==> config.mk <==
export PLATFORM = sky130hd
export DESIGN_NAME = fwd_hazard_ctrl
export DESIGN_NICKNAME = d
export VERILOG_FILES = /design/src/rtl/fwd_pkg.sv /design/src/rtl/fwd_select.sv /design/src/rtl/fwd_hazard_ctrl.sv
export SDC_FILE = /design/constraint.sdc
export NUM_CORES = 1
export LEC_CHECK = 0
export BUFFER_PORTS_ARGS = -buffer_cell sky130_fd_sc_hd__buf_4
export CAP_MARGIN = 25
export CORE_UTILIZATION = 50
export DETAILED_ROUTE_END_ITERATION = 8
export PLACE_DENSITY = 0.8
export SLEW_MARGIN = 20
export SYNTH_ARGS = -nofsm -noshare
export SYNTH_HDL_FRONTEND = slang
export SYNTH_SLANG_ARGS = --single-unit
export TNS_END_PERCENT = 10
==> constraint.sdc <==
create_clock -name clk -period 2.2 [get_ports clk]
set_clock_uncertainty 0.05 [all_clocks]
set_input_delay 0.44 -clock clk [delete_from_list [all_inputs] [get_ports clk]]
set_output_delay 0.44 -clock clk [all_outputs]
set_load 0.005 [all_outputs]
==> src/rtl/fwd_pkg.sv <==
// Shared types and select encoding for the operand-forwarding sequencer.
// A history entry describes one issue slot: whether it holds a producer, and which register it writes.
package fwd_pkg;

  localparam int AW    = 5;
  localparam int DEPTH = 3;

  localparam logic [1:0] SEL_RF = 2'b00;
  localparam logic [1:0] SEL_EX = 2'b01;
  localparam logic [1:0] SEL_DM = 2'b10;
  localparam logic [1:0] SEL_WB = 2'b11;

  typedef struct packed {
    logic          valid;
    logic          we;
    logic          is_load;
    logic [AW-1:0] rd;
  } hist_entry_t;

  localparam hist_entry_t HIST_BUBBLE = '0;

  function automatic logic hist_match(input hist_entry_t e, input logic [AW-1:0] r);
    return e.valid & e.we & (e.rd == r);
  endfunction

endpackage

==> src/rtl/fwd_select.sv <==
// Priority compare of one source address against the three in-flight producers.
// Purely combinational; the youngest matching producer selects the forwarding path.
module fwd_select
  import fwd_pkg::*;
(
  input  hist_entry_t   i_h1,
  input  hist_entry_t   i_h2,
  input  hist_entry_t   i_h3,
  input  logic [AW-1:0] i_src,
  input  logic          i_use,
  output logic [1:0]    o_sel,
  output logic          o_load_haz
);

  logic w_m1;
  logic w_m2;
  logic w_m3;

  assign w_m1 = i_use & hist_match(i_h1, i_src);
  assign w_m2 = i_use & hist_match(i_h2, i_src);
  assign w_m3 = i_use & hist_match(i_h3, i_src);

  always_comb begin
    o_sel = SEL_RF;
    if (w_m1) begin
      o_sel = SEL_EX;
    end else if (w_m2) begin
      o_sel = SEL_DM;
    end else if (w_m3) begin
      o_sel = SEL_WB;
    end
  end

  // A load at distance 1 has no result on ans_ex yet, so its consumer must wait a cycle.
  assign o_load_haz = w_m1 & i_h1.is_load;

endmodule

==> src/rtl/fwd_hazard_ctrl.sv <==
// Operand-select sequencer: tracks the last three issue slots, drives registered forwarding selects
// one cycle after issue, and stalls decode for one cycle on a load-use hazard.
module fwd_hazard_ctrl
  import fwd_pkg::*;
(
  input  logic          clk,
  input  logic          rst_n,
  input  logic          id_valid,
  input  logic [AW-1:0] id_ra,
  input  logic [AW-1:0] id_rb,
  input  logic          id_use_ra,
  input  logic          id_use_rb,
  input  logic          id_use_imm,
  input  logic [AW-1:0] id_rd,
  input  logic          id_rd_we,
  input  logic          id_is_load,
  input  logic          flush,
  output logic [1:0]    mux_sel_A,
  output logic [1:0]    mux_sel_B,
  output logic          imm_sel,
  output logic          stall,
  output logic          issue
);

  hist_entry_t r_hist [DEPTH];
  logic [1:0]  r_sel_a;
  logic [1:0]  r_sel_b;
  logic        r_imm_sel;

  logic        w_use_b;
  logic [1:0]  w_sel_a;
  logic [1:0]  w_sel_b;
  logic        w_haz_a;
  logic        w_haz_b;
  hist_entry_t w_new_entry;

  // An immediate B operand never reads the register bank, so it neither forwards nor hazards.
  assign w_use_b = id_use_rb & ~id_use_imm;

  fwd_select u_sel_a (
    .i_h1       (r_hist[0]),
    .i_h2       (r_hist[1]),
    .i_h3       (r_hist[2]),
    .i_src      (id_ra),
    .i_use      (id_use_ra),
    .o_sel      (w_sel_a),
    .o_load_haz (w_haz_a)
  );

  fwd_select u_sel_b (
    .i_h1       (r_hist[0]),
    .i_h2       (r_hist[1]),
    .i_h3       (r_hist[2]),
    .i_src      (id_rb),
    .i_use      (w_use_b),
    .o_sel      (w_sel_b),
    .o_load_haz (w_haz_b)
  );

  assign stall = id_valid & ~flush & (w_haz_a | w_haz_b);
  assign issue = id_valid & ~stall & ~flush;

  always_comb begin
    w_new_entry         = HIST_BUBBLE;
    w_new_entry.valid   = 1'b1;
    w_new_entry.we      = id_rd_we;
    w_new_entry.is_load = id_is_load;
    w_new_entry.rd      = id_rd;
  end

  always_ff @(posedge clk) begin
    if (!rst_n) begin
      for (int i = 0; i < DEPTH; i++) begin
        r_hist[i] <= HIST_BUBBLE;
      end
      r_sel_a   <= SEL_RF;
      r_sel_b   <= SEL_RF;
      r_imm_sel <= 1'b0;
    end else begin
      r_hist[0] <= issue ? w_new_entry : HIST_BUBBLE;
      // The instruction squashed by flush must never be seen as a producer downstream.
      r_hist[1] <= flush ? HIST_BUBBLE : r_hist[0];
      for (int i = 2; i < DEPTH; i++) begin
        r_hist[i] <= r_hist[i-1];
      end
      r_sel_a   <= issue ? w_sel_a : SEL_RF;
      r_sel_b   <= issue ? w_sel_b : SEL_RF;
      r_imm_sel <= issue & id_use_imm;
    end
  end

  assign mux_sel_A = r_sel_a;
  assign mux_sel_B = r_sel_b;
  assign imm_sel   = r_imm_sel;

endmodule

# Word level (Yosys, flattened, before mapping)
# Memory sizes are Yosys's and may differ from the RTL's.
# Index checks and enable logic that the tools add are counted.
# word_totals
ff_bits	5
ram_bits	24
inputBits	24
output_inout_bits	7
word_cells	60
n_memories	1
# op_classes
eq_ne	6
mux	13
bitwise	32
reduce_logical	3
# mem_list
memory	words	width	rd	rd_clocked_by_memory_dff	wr	line_no	rtl
r_hist	3	8	3	0	3	fwd_hazard_ctrl.sv:25	hist_entry_t r_hist [DEPTH];
# op_table
op	count
$mux W8	5
$eq A5 B5 Y1	6
$and A1 B1 Y1	23
$mux W2	4
$reduce_or A3 Y1	2
$not A1 Y1	5
$mux W1	4
$or A1 B1 Y1	4
$reduce_and A2 Y1	1

# Depth between registers and ports, before layout
# Gate-level depths: netlist of run 1.
# An unclocked memory read counts as a cell.
# depth
ltp_word	12
mapped_depth	5
depth_no_buf	5

# Hierarchy
# Synthesis of run 1 repeated with hierarchy kept, for this count alone.
# unflattened
cells_unflattened	122
hier_area_um2	1270.0
# by_module_without_submodules
module	instances	cells_per_inst	area_each_um2	seq_area_each_um2
fwd_hazard_ctrl	1	66	837.1	580.6
fwd_select	2	28	216.5	0.0

# Worst setup path after synthesis of run 1
# OpenSTA, ideal clock, no wires.
# synth_path
path_kind	in2out
from	input port id_ra[0]
to	output port issue
t_arrival_ns	1.547
required_ns	1.710
path_slack_ns	0.163
stages	5
n_path_buf	0
path_cell_list	xor2_1 > or4_4 > nor2_2 > o21ai_1 > and3b_1
# synth_between
elab_chain_len	9
# synth_rtl
item	line_no	rtl
start: declaration	fwd_hazard_ctrl.sv:9	input logic [AW-1:0] id_ra,
$eq A5 B5 Y1	fwd_pkg.sv:23	return e.valid & e.we & (e.rd == r);
$and A1 B1 Y1	fwd_pkg.sv:23	
$and A1 B1 Y1	fwd_select.sv:19	assign w_m1 = i_use & hist_match(i_h1, i_src);
$and A1 B1 Y1	fwd_select.sv:35	assign o_load_haz = w_m1 & i_h1.is_load;
$or A1 B1 Y1	fwd_hazard_ctrl.sv:60	assign stall = id_valid & ~flush & (w_haz_a | w_haz_b);
$and A1 B1 Y1	fwd_hazard_ctrl.sv:60	
$not A1 Y1	fwd_hazard_ctrl.sv:61	assign issue = id_valid & ~stall & ~flush;
$and A1 B1 Y1 (2 in series)	fwd_hazard_ctrl.sv:61	
end: declaration	fwd_hazard_ctrl.sv:22	output logic issue
# Every way passes these cells.

==> results of run 1 <==
sequential cells by signal, summed over array words and instances, names as in the netlist:
name and flops:
r_hist 22, mux_sel_B 2, imm_sel 1, mux_sel_A 2
power breakdown:
group	internal, mW	switching [mW]
clock network	0.0707	0.134
logic	0.0618	0.0456
registers	0.496	0.00651
final cells by class:
cell class,instances,area [sq um],share of cell area
multi-input combinational,87,677,0.427
sequential,27,547,0.345
tap,28,35.0,0.0221
timing repair buffer,40,300,0.189
clock buffer,4,26.3,0.0166
what timing repair did:
action	CTS	global route
setup endpoints to repair	2	2
hold buffers	0	0
buffers inserted	1	0
pin swaps	4	1
gates resized for setup	7	0
per-stage QoR:
| step | setup TNS (ns) | instance area (sq um) | utilization |
|---|---|---|---|
| after floorplan | 0 | 1210 | - |
| after global placement | -0.0975 | 1540 | 0.681 |
| after detailed placement | -0.179 | 1540 | 0.681 |
| after CTS | -0.235 | 1590 | 0.703 |
| after global routing | -0.444 | 1590 | 0.703 |
| final | -0.235 | 1590 | 0.703 |
how the worst min path moves through the flow:
stage	start	end	cells after the start
floorplan	r_hist[0][14]$_SDFF_PP0_	r_hist[0][22]$_SDFF_PN0_	1
global placement	r_hist[0][14]$_SDFF_PP0_	r_hist[0][22]$_SDFF_PN0_	1
detailed placement	r_hist[0][15]$_SDFF_PP0_	r_hist[0][23]$_SDFF_PN0_	1
CTS	id_rd[2]	r_hist[0][2]$_SDFF_PN0_	2
global route	id_rd[0]	r_hist[0][0]$_SDFF_PN0_	2
finish	id_rd[0]	r_hist[0][0]$_SDFF_PN0_	2
Yosys cell counts, drive strengths merged, types with 3 or more instances:
library cell / instances
dfxtp: 27
and2: 23
nor4: 4
xor2: 18
xnor2: 12
nor2b: 3
nand2: 3
nand4: 4
a21oi: 3
nand3: 4
kinds of logic after synthesis:
kind of cell	after synthesis	synth area share
AO/OA/AOI/OAI	8	0.0621
XOR/XNOR	30	0.217
flip-flops	27	0.447
AND/OR/NAND/NOR	49	0.273
worst reg2reg max path, stage by stage (launching register included):
cell,delay [ns]
dfxtp_2,0.36
xor2_1,0.14
or4_4,0.54
buf_4,0.16
o21bai_4,0.17
a21oi_4,0.08
and2_1,0.18
routing by layer:
layer,part of all wire,routed length (um)
met1,0.43,1050
met2,0.52,1270
met3,0.036,90
met4,0.021,52
met5,0,0
==> results.md, run 1 <==
* Area fraction of the dominant cell type after synthesis at 0.447
* RSZ-0062 raised after global routing: yes
* Dpl cells at 181
* Ant diodes at 0
* Commonest non-fill, non-tap cells in the layout: buf_4 (40), and2_1 (23), dfxtp_1 (22), xor2_1 (18), xnor2_1 (12)
* Clock Latency Late Sink at 0.31 ns
* Final std cells w/o fill at 186
* Slowest cell on crit path: or4_4
* Vias in the first global route at 935
* Starting Density at 0.536
* Met3 usage at 0.0179
* Post-route ant nets at 0
* Synth Register Bits at 27
* Buffers on Ports at 30
* CTS tree: done
* WL final at 2470 um
* Critical setup path kind: reg -> out
* Worst-case clock buffer depth at 2
* # clock sinks at 27
* Post-synthesis sequential area ratio at 0.447
* FFs w/ async S/R, synth at 0
* All-layer global routing usage at 0.216
* Gr ovfl total at 0
* Avg WL per Cell at 13.3 um
* Reg2reg start: r_hist[0][4]$_SDFF_PN0_
* Worst Slack Setup Final at -0.118 ns
* Initial DRC Count at 10
* First-pass DRT Iterations at 4
* Crit-path max FO at 2
* Setup Slack @ Placement at -0.0899 ns
* Max Fclk at 0.431 GHz
* Worst Path Required at 1.71 ns
* First-pass GRT wire length at 4060 um
* Vias at 947
* Hold Fails Final Rpt at 0
* Initial antenna violation count at 0
* Normalized max-slew margin at 0.768
* Max_cap viols at 0
* R2R cell count at 6
* Num CTS Buffers at 3
* Syn-to-layout area delta at 31.2%
* GR peak layer: met2
* Crit path max-delay family: simple AND/OR/NAND/NOR gates
* Synthesized area at 1210 sq um
* Slowest stage delay, CP at 0.54 ns
* Placer Congestion at 0.832
* YS warnings at 0
* Distinct cell type count after synthesis at 26
* Worst vdd rail ir drop at 0.480 mV
* Die Y at 51.2 um
* H-tree depth at 1
* Post-DP HPWL at 1990 um
* Slew Limit Fails at 0
* HP Class: in -> reg
* Least-Margin Pin Slew at 0.339 ns
* CP cell instances: xor2_1, or4_4, nor2_4, o21ai_2, and3b_1, buf_4
* CTS root buf: clkbuf_4
* CP startpoint kind: flop
* Buf/Inv on CP at 1
* Final setup violation count at 2
* Met1 Track Usage GR at 0.247
* Tot Pwr at 815 uW
* Reg2reg setup slack at 0.43 ns
* Crit. Startpoint: r_hist[0][4]$_SDFF_PN0_
* Post-layout min period at 2.32 ns
* Commonest non-fill, non-tap cell in the layout: buf_4
* Post-route clock period utilization at 1.05
* PwrDens at 514 nW/um^2
* I/O pins at 31
* Post-Syn Nets at 138
* Largest net degree at the start of global routing at 15
* Crit path to: issue
* Failing checks: negative setup slack
* Post-synth EDFFs at 0
* Critical path depth at 6
* Row count at 17
* Worst hold slack at 0.270 ns
* Nets at 183
* Met2 usage at 0.399
* DIE AREA at 2620 sq um
* Worst flop-to-flop path endpoint: r_hist[0][3]$_SDFF_PN0_
* Core area at 2250 sq um
* Status: finished, violations left
* Drt via density at 5.09
* # DRC at 0
* Synth area leaders: dfxtp_1 (45%), xor2_1 (13%), and2_1 (12%)
* Cell taking the most area after synthesis: dfxtp_1
* Leak at 0.670 nW
* Syn Area/Cell at 10.6 sq um
* Post-Synthesis Cells at 114
* Fill cells at 175
* Worst Setup End Kind: output pin
* Worst-path clk slew at 0.13 ns
* Layout cells sized above 1 at 0.361
* Most used DFF post-synth: dfxtp_1
* Critical Path AT at 1.83 ns
* Chip width at 51.2 um
(Power assumes the default switching activity.)
==> run 2: changes to the inputs <==
Settings changed: CTS_CLUSTER_DIAMETER from default to 50, PLACE_DENSITY 0.8 to 0.79, SYNTH_HIERARCHICAL from default to 1.
==> results.md, run 2 <==
* Depth of the worst hold-timing path at 2 (unchanged)
* Row count at 17 (unchanged)
* Worst Path Required at 1.71 ns (about the same)
* Gr ovfl total at 0 (unchanged)
* Initial antenna violation count at 0 (unchanged)
* Post-CTS Setup Bufs at 0 (-1)
* CTS tree: done
* Nets at 181 (-1.1%)
* Post-layout min period at 2.29 ns (-0.0240 ns)
* Post-Syn Nets at 142 (+2.9%)
* All-layer global routing usage at 0.234 (+0.0177)
* Max reg flops at 22 (unchanged)
* Normalized max-slew margin at 0.775 (+0.00711)
* Slew Limit Fails at 0 (unchanged)
* RSZ-0062 raised after global routing: yes
* Largest net degree at the start of global routing at 22 (+7)
* Max_cap viols at 0 (unchanged)
* Core area at 2250 sq um (unchanged)
* # DRC at 0 (unchanged)
* Drt via density at 5.22 (+2.6%)
* Max Fclk at 0.436 GHz (+1.0%)
* Worst vdd rail ir drop at 0.407 mV (-15%)
* Hold Fails Final Rpt at 0 (unchanged)
* Worst Setup End Kind: output pin
* Setup total negative slack at -0.125 ns (+0.110 ns)
* Worst-path clk slew at 0.14 ns (about the same)
* Status: finished, violations left
* Failing checks: negative setup slack
* Largest Register: r_hist
* Post-Synthesis Cells at 118 (+3.5%)
* Setup Slack @ Placement at 0.00994 ns (+0.0998 ns)
* Post-DP HPWL at 2070 um (+4.0%)
* Worst-case clock buffer depth at 2 (unchanged)
* Synthesized area at 1220 sq um (+0.72%)
* Syn-to-layout area delta at 34.8%
* CP startpoint kind: flop
* Initial DRC Count at 9 (-1)
* Least-Margin Pin Slew at 0.334 ns (-0.00499 ns)
* R2R cell count at 8 (+2)
* Vias at 961 (+1.5%)
* Worst Slack Setup Final at -0.0939 ns (+0.0240 ns)
* CTS root buf: clkbuf_4
* Final std cells w/o fill at 184 (-1.1%)
* CP cell instances: xnor2_2, nand4_1, nor3_2, and2_4, nor2_2, nor3b_2, buf_4
* Critical setup path kind: reg -> out
* Commonest non-fill, non-tap cells in the layout: buf_4 (36), dfxtp_1 (22), and2_1 (14), xnor2_1 (12)
* Crit-path max FO at 3 (+1)
* Placer Congestion at 0.905 (+8.7%)
* PwrDens at 507 nW/um^2 (-1.4%)
* Post-route clock period utilization at 1.04 (-0.0109)
* Buffers on Ports at 30 (unchanged)
* Critical Path AT at 1.80 ns (-0.03 ns)
* First-pass DRT Iterations at 4 (unchanged)
* Post-route ant nets at 0 (unchanged)
* Starting Density at 0.540 (+0.00388)
* Chip width at 51.3 um (+0.35%)
* Slowest cell on crit path: dfxtp_4
* Final setup violation count at 2 (unchanged)
* Ant diodes at 0 (unchanged)
* Syn Area/Cell at 10.3 sq um (-2.7%)
* I/O pins at 31 (unchanged)
* Leak at 0.723 nW (+7.8%)
* YS warnings at 6 (+6)
* H-tree depth at 1 (unchanged)
* Die Y at 51.3 um (+0.35%)
* Dpl cells at 180 (-0.55%)
* Layout cells sized above 1 at 0.442 (+0.0815)
* Vias in the first global route at 988 (+5.7%)
* DIE AREA at 2640 sq um (+0.70%)
* # clock sinks at 27 (unchanged)
* Num CTS Buffers at 3 (unchanged)
* HP Class: in -> reg
* WL final at 2790 um (+13%)
* Commonest non-fill, non-tap cell in the layout: buf_4
* Slowest stage delay, CP at 0.39 ns (-0.15 ns)
* Avg WL per Cell at 15.1 um (+14%)
* First-pass GRT wire length at 4460 um (+9.7%)
* Clock Latency Late Sink at 0.33 ns (+0.02 ns)
run 2: repair_timing:
action / 4_1_cts / 5_1_grt
pin swaps: 2 / 14
hold buffers: 0 / 0
setup endpoints to repair: 2 / 2
cloned: 0 / 0
resized for setup: 8 / 16
run 2: power by group:
| part | total [mW] | leakage (nW) | switching [mW] | internal (mW) |
|---|---|---|---|---|
| clock | 0.215 | 0.0177 | 0.146 | 0.0683 |
| sequential | 0.500 | 0.222 | 0.00711 | 0.493 |
| combinational | 0.118 | 0.483 | 0.0487 | 0.0692 |
| total | 0.832 | 0.723 | 0.202 | 0.630 |
run 2: critical path, delay by kind of cell (launching register included):
| family | cells | cell delay, ns |
|---|---|---|
| buffers and inverters | 1 | 0.12 |
| DFF | 1 | 0.39 |
| xor gates and xnor gates | 1 | 0.12 |
| and+or+nand+nor | 5 | 0.84 |
run 2: layer usage:
layer	up-vias	part of all wire	track usage
li1	475	-	-
met1	452	0.47	0.292
met2	26	0.48	0.390
met3	8	0.027	0.0357
met4	0	0.027	0.113
met5	-	0	0
run 2: area by class of cell:
class,count,area (sq um)
fill,171,613
sequential,27,557
clock buffer,3,22.5
multi-input combinational,88,741
clock inverter,1,5.00
tap,28,35.0
timing repair buffer,37,282
run 2: metrics by stage:
step | total power [mW] | hold WS, ns | utilization | cell area [sq um]
2_1_floorplan | 0.559 | 0.404 | - | 1220
3_3_place_gp | 0.616 | 0.425 | 0.670 | 1510
3_5_place_dp | 0.618 | 0.423 | 0.670 | 1510
4_1_cts | 0.829 | 0.274 | 0.691 | 1560
5_1_grt | 0.870 | 0.264 | 0.728 | 1640
6_report | 0.832 | 0.282 | 0.728 | 1640
run 2: path summary, 6_finish.rpt:
| check | slack [ns] | start | endpoint |
|---|---|---|---|
| worst max-delay path | -0.09 | r_hist[0][4]$_SDFF_PN0_ | stall |
| worst min register to register | 0.45 | r_hist[0][7]$_SDFF_PN0_ | r_hist[0][15]$_SDFF_PP0_ |
| worst max register to register | 0.45 | r_hist[0][4]$_SDFF_PN0_ | mux_sel_A[0]$_SDFF_PN0_ |
| worst min-delay path | 0.28 | id_rd[0] | r_hist[0][0]$_SDFF_PN0_ |
==> run 3: changes to the inputs <==
Settings changed: ABC_AREA from default to 1, PLACE_DENSITY 0.79 to 0.77.
==> results.md, run 3 <==
* Status: finished clean
* # DRC at 0 (unchanged)
* CTS Hold Buffers Added at 0 (unchanged)
* PwrDens at 446 nW/um^2 (-12%)
* Initial antenna violation count at 0 (unchanged)
* All-layer global routing usage at 0.219 (-0.0146)
* Normalized max-slew margin at 0.788 (+0.0125)
* Worst hold slack at 0.263 ns (-0.0186 ns)
* Core area at 3030 sq um (+34%)
* Commonest non-fill, non-tap cells in the layout: nand2_1 (106), inv_1 (62), buf_4 (31), nor2_1 (28), dfxtp_1 (20)
* Worst Setup End Kind: output pin
* Hold Fails Final Rpt at 0 (unchanged)
* Chip width at 58.3 um (+13%)
* CTS root buf: clkbuf_4
* Max_cap viols at 0 (unchanged)
* Worst-path clk slew at 0.13 ns (about the same)
* Largest Register: r_hist
* Critical path depth at 7 (unchanged)
* Reg2reg setup slack at 0.68 ns (+0.23 ns)
* Post-cts resize count at 0 (-8)
* Gr ovfl total at 0 (unchanged)
* Drt via density at 4.33 (-17%)
* Vias at 1523 (+58%)
* Slowest stage delay, CP at 0.36 ns (-0.03 ns)
* Row count at 20 (+3)
* Die Y at 58.3 um (+13%)
* Synthesized area at 1580 sq um (+30%)
* Nets at 333 (+84%)
* Max Fclk at 0.482 GHz (+11%)
* Setup total negative slack at 0 ns (+0.125 ns)
* Ant diodes at 0 (unchanged)
* Post-route ant nets at 0 (unchanged)
* Buf/Inv on CP at 1 (unchanged)
* Tot Pwr at 849 uW (+2.0%)
* Starting Density at 0.523 (-0.0172)
* Num CTS Buffers at 3 (unchanged)
* First-pass DRT Iterations at 4 (unchanged)
* Post-Syn Nets at 299 (+110%)
* Clock Latency Late Sink at 0.33 ns (about the same)
* Critical setup path kind: reg -> out
* Buffers on Ports at 30 (unchanged)
* CTS tree: done
* Post-layout min period at 2.07 ns (-0.220 ns)
* CP cell instances: nand3_1, nand3b_1, nand3b_1, nor2_2, nor2_4, nor2_2, buf_4
* Post-DP HPWL at 2600 um (+26%)
* Least-Margin Pin Slew at 0.317 ns (-0.0165 ns)
* Largest net degree at the start of global routing at 16 (-27%)
* H-tree depth at 1 (unchanged)
* Crit path max-delay family: simple AND/OR/NAND/NOR gates
* Worst-case clock buffer depth at 2 (unchanged)
* Syn-to-layout area delta at 20.2%
* HP Class: in -> reg
* Syn Area/Cell at 5.76 sq um (-44%)
* R2R cell count at 7 (-1)
* DIE AREA at 3390 sq um (+29%)
* Max reg flops at 22 (unchanged)
* Worst flop-to-flop path endpoint: r_hist[0][6]$_SDFF_PN0_
* Reg2reg start: r_hist[0][4]$_SDFF_PN0_
* Placer Congestion at 0.857 (-5.3%)
* YS warnings at 6 (unchanged)
* Worst Path Required at 1.71 ns (about the same)
* Slew Limit Fails at 0 (unchanged)
* Crit. Startpoint: r_hist[0][7]$_SDFF_PN0_
* First-pass GRT wire length at 5620 um (+26%)
* Commonest non-fill, non-tap cell in the layout: nand2_1
* Initial DRC Count at 80 (+71)
* Vias in the first global route at 1364 (+38%)
* Post-Synthesis Cells at 275 (+130%)
* Avg WL per Cell at 9.36 um (-38%)
* Worst vdd rail ir drop at 0.386 mV (-5.1%)
* I/O pins at 31 (unchanged)
* Layout cells sized above 1 at 0.231 (-0.212)
* Final setup violation count at 0 (-2)
* WL final at 3290 um (+18%)
* Leak at 1.00 nW (+39%)
* # clock sinks at 27 (unchanged)
* Crit path to: stall
* Critical Path AT at 1.58 ns (-0.22 ns)
* Post-CTS Setup Bufs at 0 (unchanged)
* Post-route clock period utilization at 0.943 (-0.0999)
* Slowest cell on crit path: dfxtp_2
* Crit-path max FO at 3 (unchanged)
* CP startpoint kind: flop
==> run 3: worst min path at each step <==
stage	start	to	slack, ns	cells past startpoint
floorplan	r_hist[0][7]$_SDFF_PN0_	r_hist[0][15]$_SDFF_PP0_	0.37	2
CTS	id_rd_we	r_hist[0][6]$_SDFF_PN0_	0.25	3
detailed placement	r_hist[0][7]$_SDFF_PN0_	r_hist[0][15]$_SDFF_PP0_	0.39	2
global route	id_rd_we	r_hist[0][6]$_SDFF_PN0_	0.23	3
finish	id_rd_we	r_hist[0][6]$_SDFF_PN0_	0.26	3
global placement	r_hist[0][6]$_SDFF_PN0_	r_hist[0][14]$_SDFF_PP0_	0.39	2
==> run 3: layer usage <==
layer  share of wire  GRT usage  up-vias
met5               0          0        -
met4          0.0088     0.0476        0
met3           0.038     0.0491        4
met2            0.48      0.384       25
met1            0.47      0.275      652
li1                -          -      842
==> run 3: final cells by class <==
type	count	area [sq um]
Multi-Input combinational cell	174	766
Tap cell	44	55.1
Fill cell	311	1120
Timing Repair Buffer	31	233
Inverter	72	270
Sequential cell	27	552
Clock inverter	1	5.00
Clock buffer	3	22.5
==> run 3: worst register-to-register path: stages (launching register included) <==
cell and delay [ns]:
dfxtp_2 0.36, or2_0 0.21, nand3b_1 0.11, nand3b_1 0.15, nor2_2 0.07, nor2_4 0.14
nand3_4 0.23, nor2_1 0.14
==> run 3: report_power, final <==
part           total [mW]  switching, mW  internal [mW]
clock network       0.213          0.144         0.0683
logic               0.134         0.0746         0.0594
registers           0.502        0.00642          0.496
==> run 3: per-stage QoR <==
step	utilization	instances	worst slack, ns	cell area (sq um)
global route	0.629	352	-0.0148	1900
floorplan	-	275	0.325	1580
global placement	0.612	348	0.102	1850
finish	0.629	352	0.126	1900
detailed placement	0.612	348	0.0900	1850
CTS	0.621	352	0.00736	1880
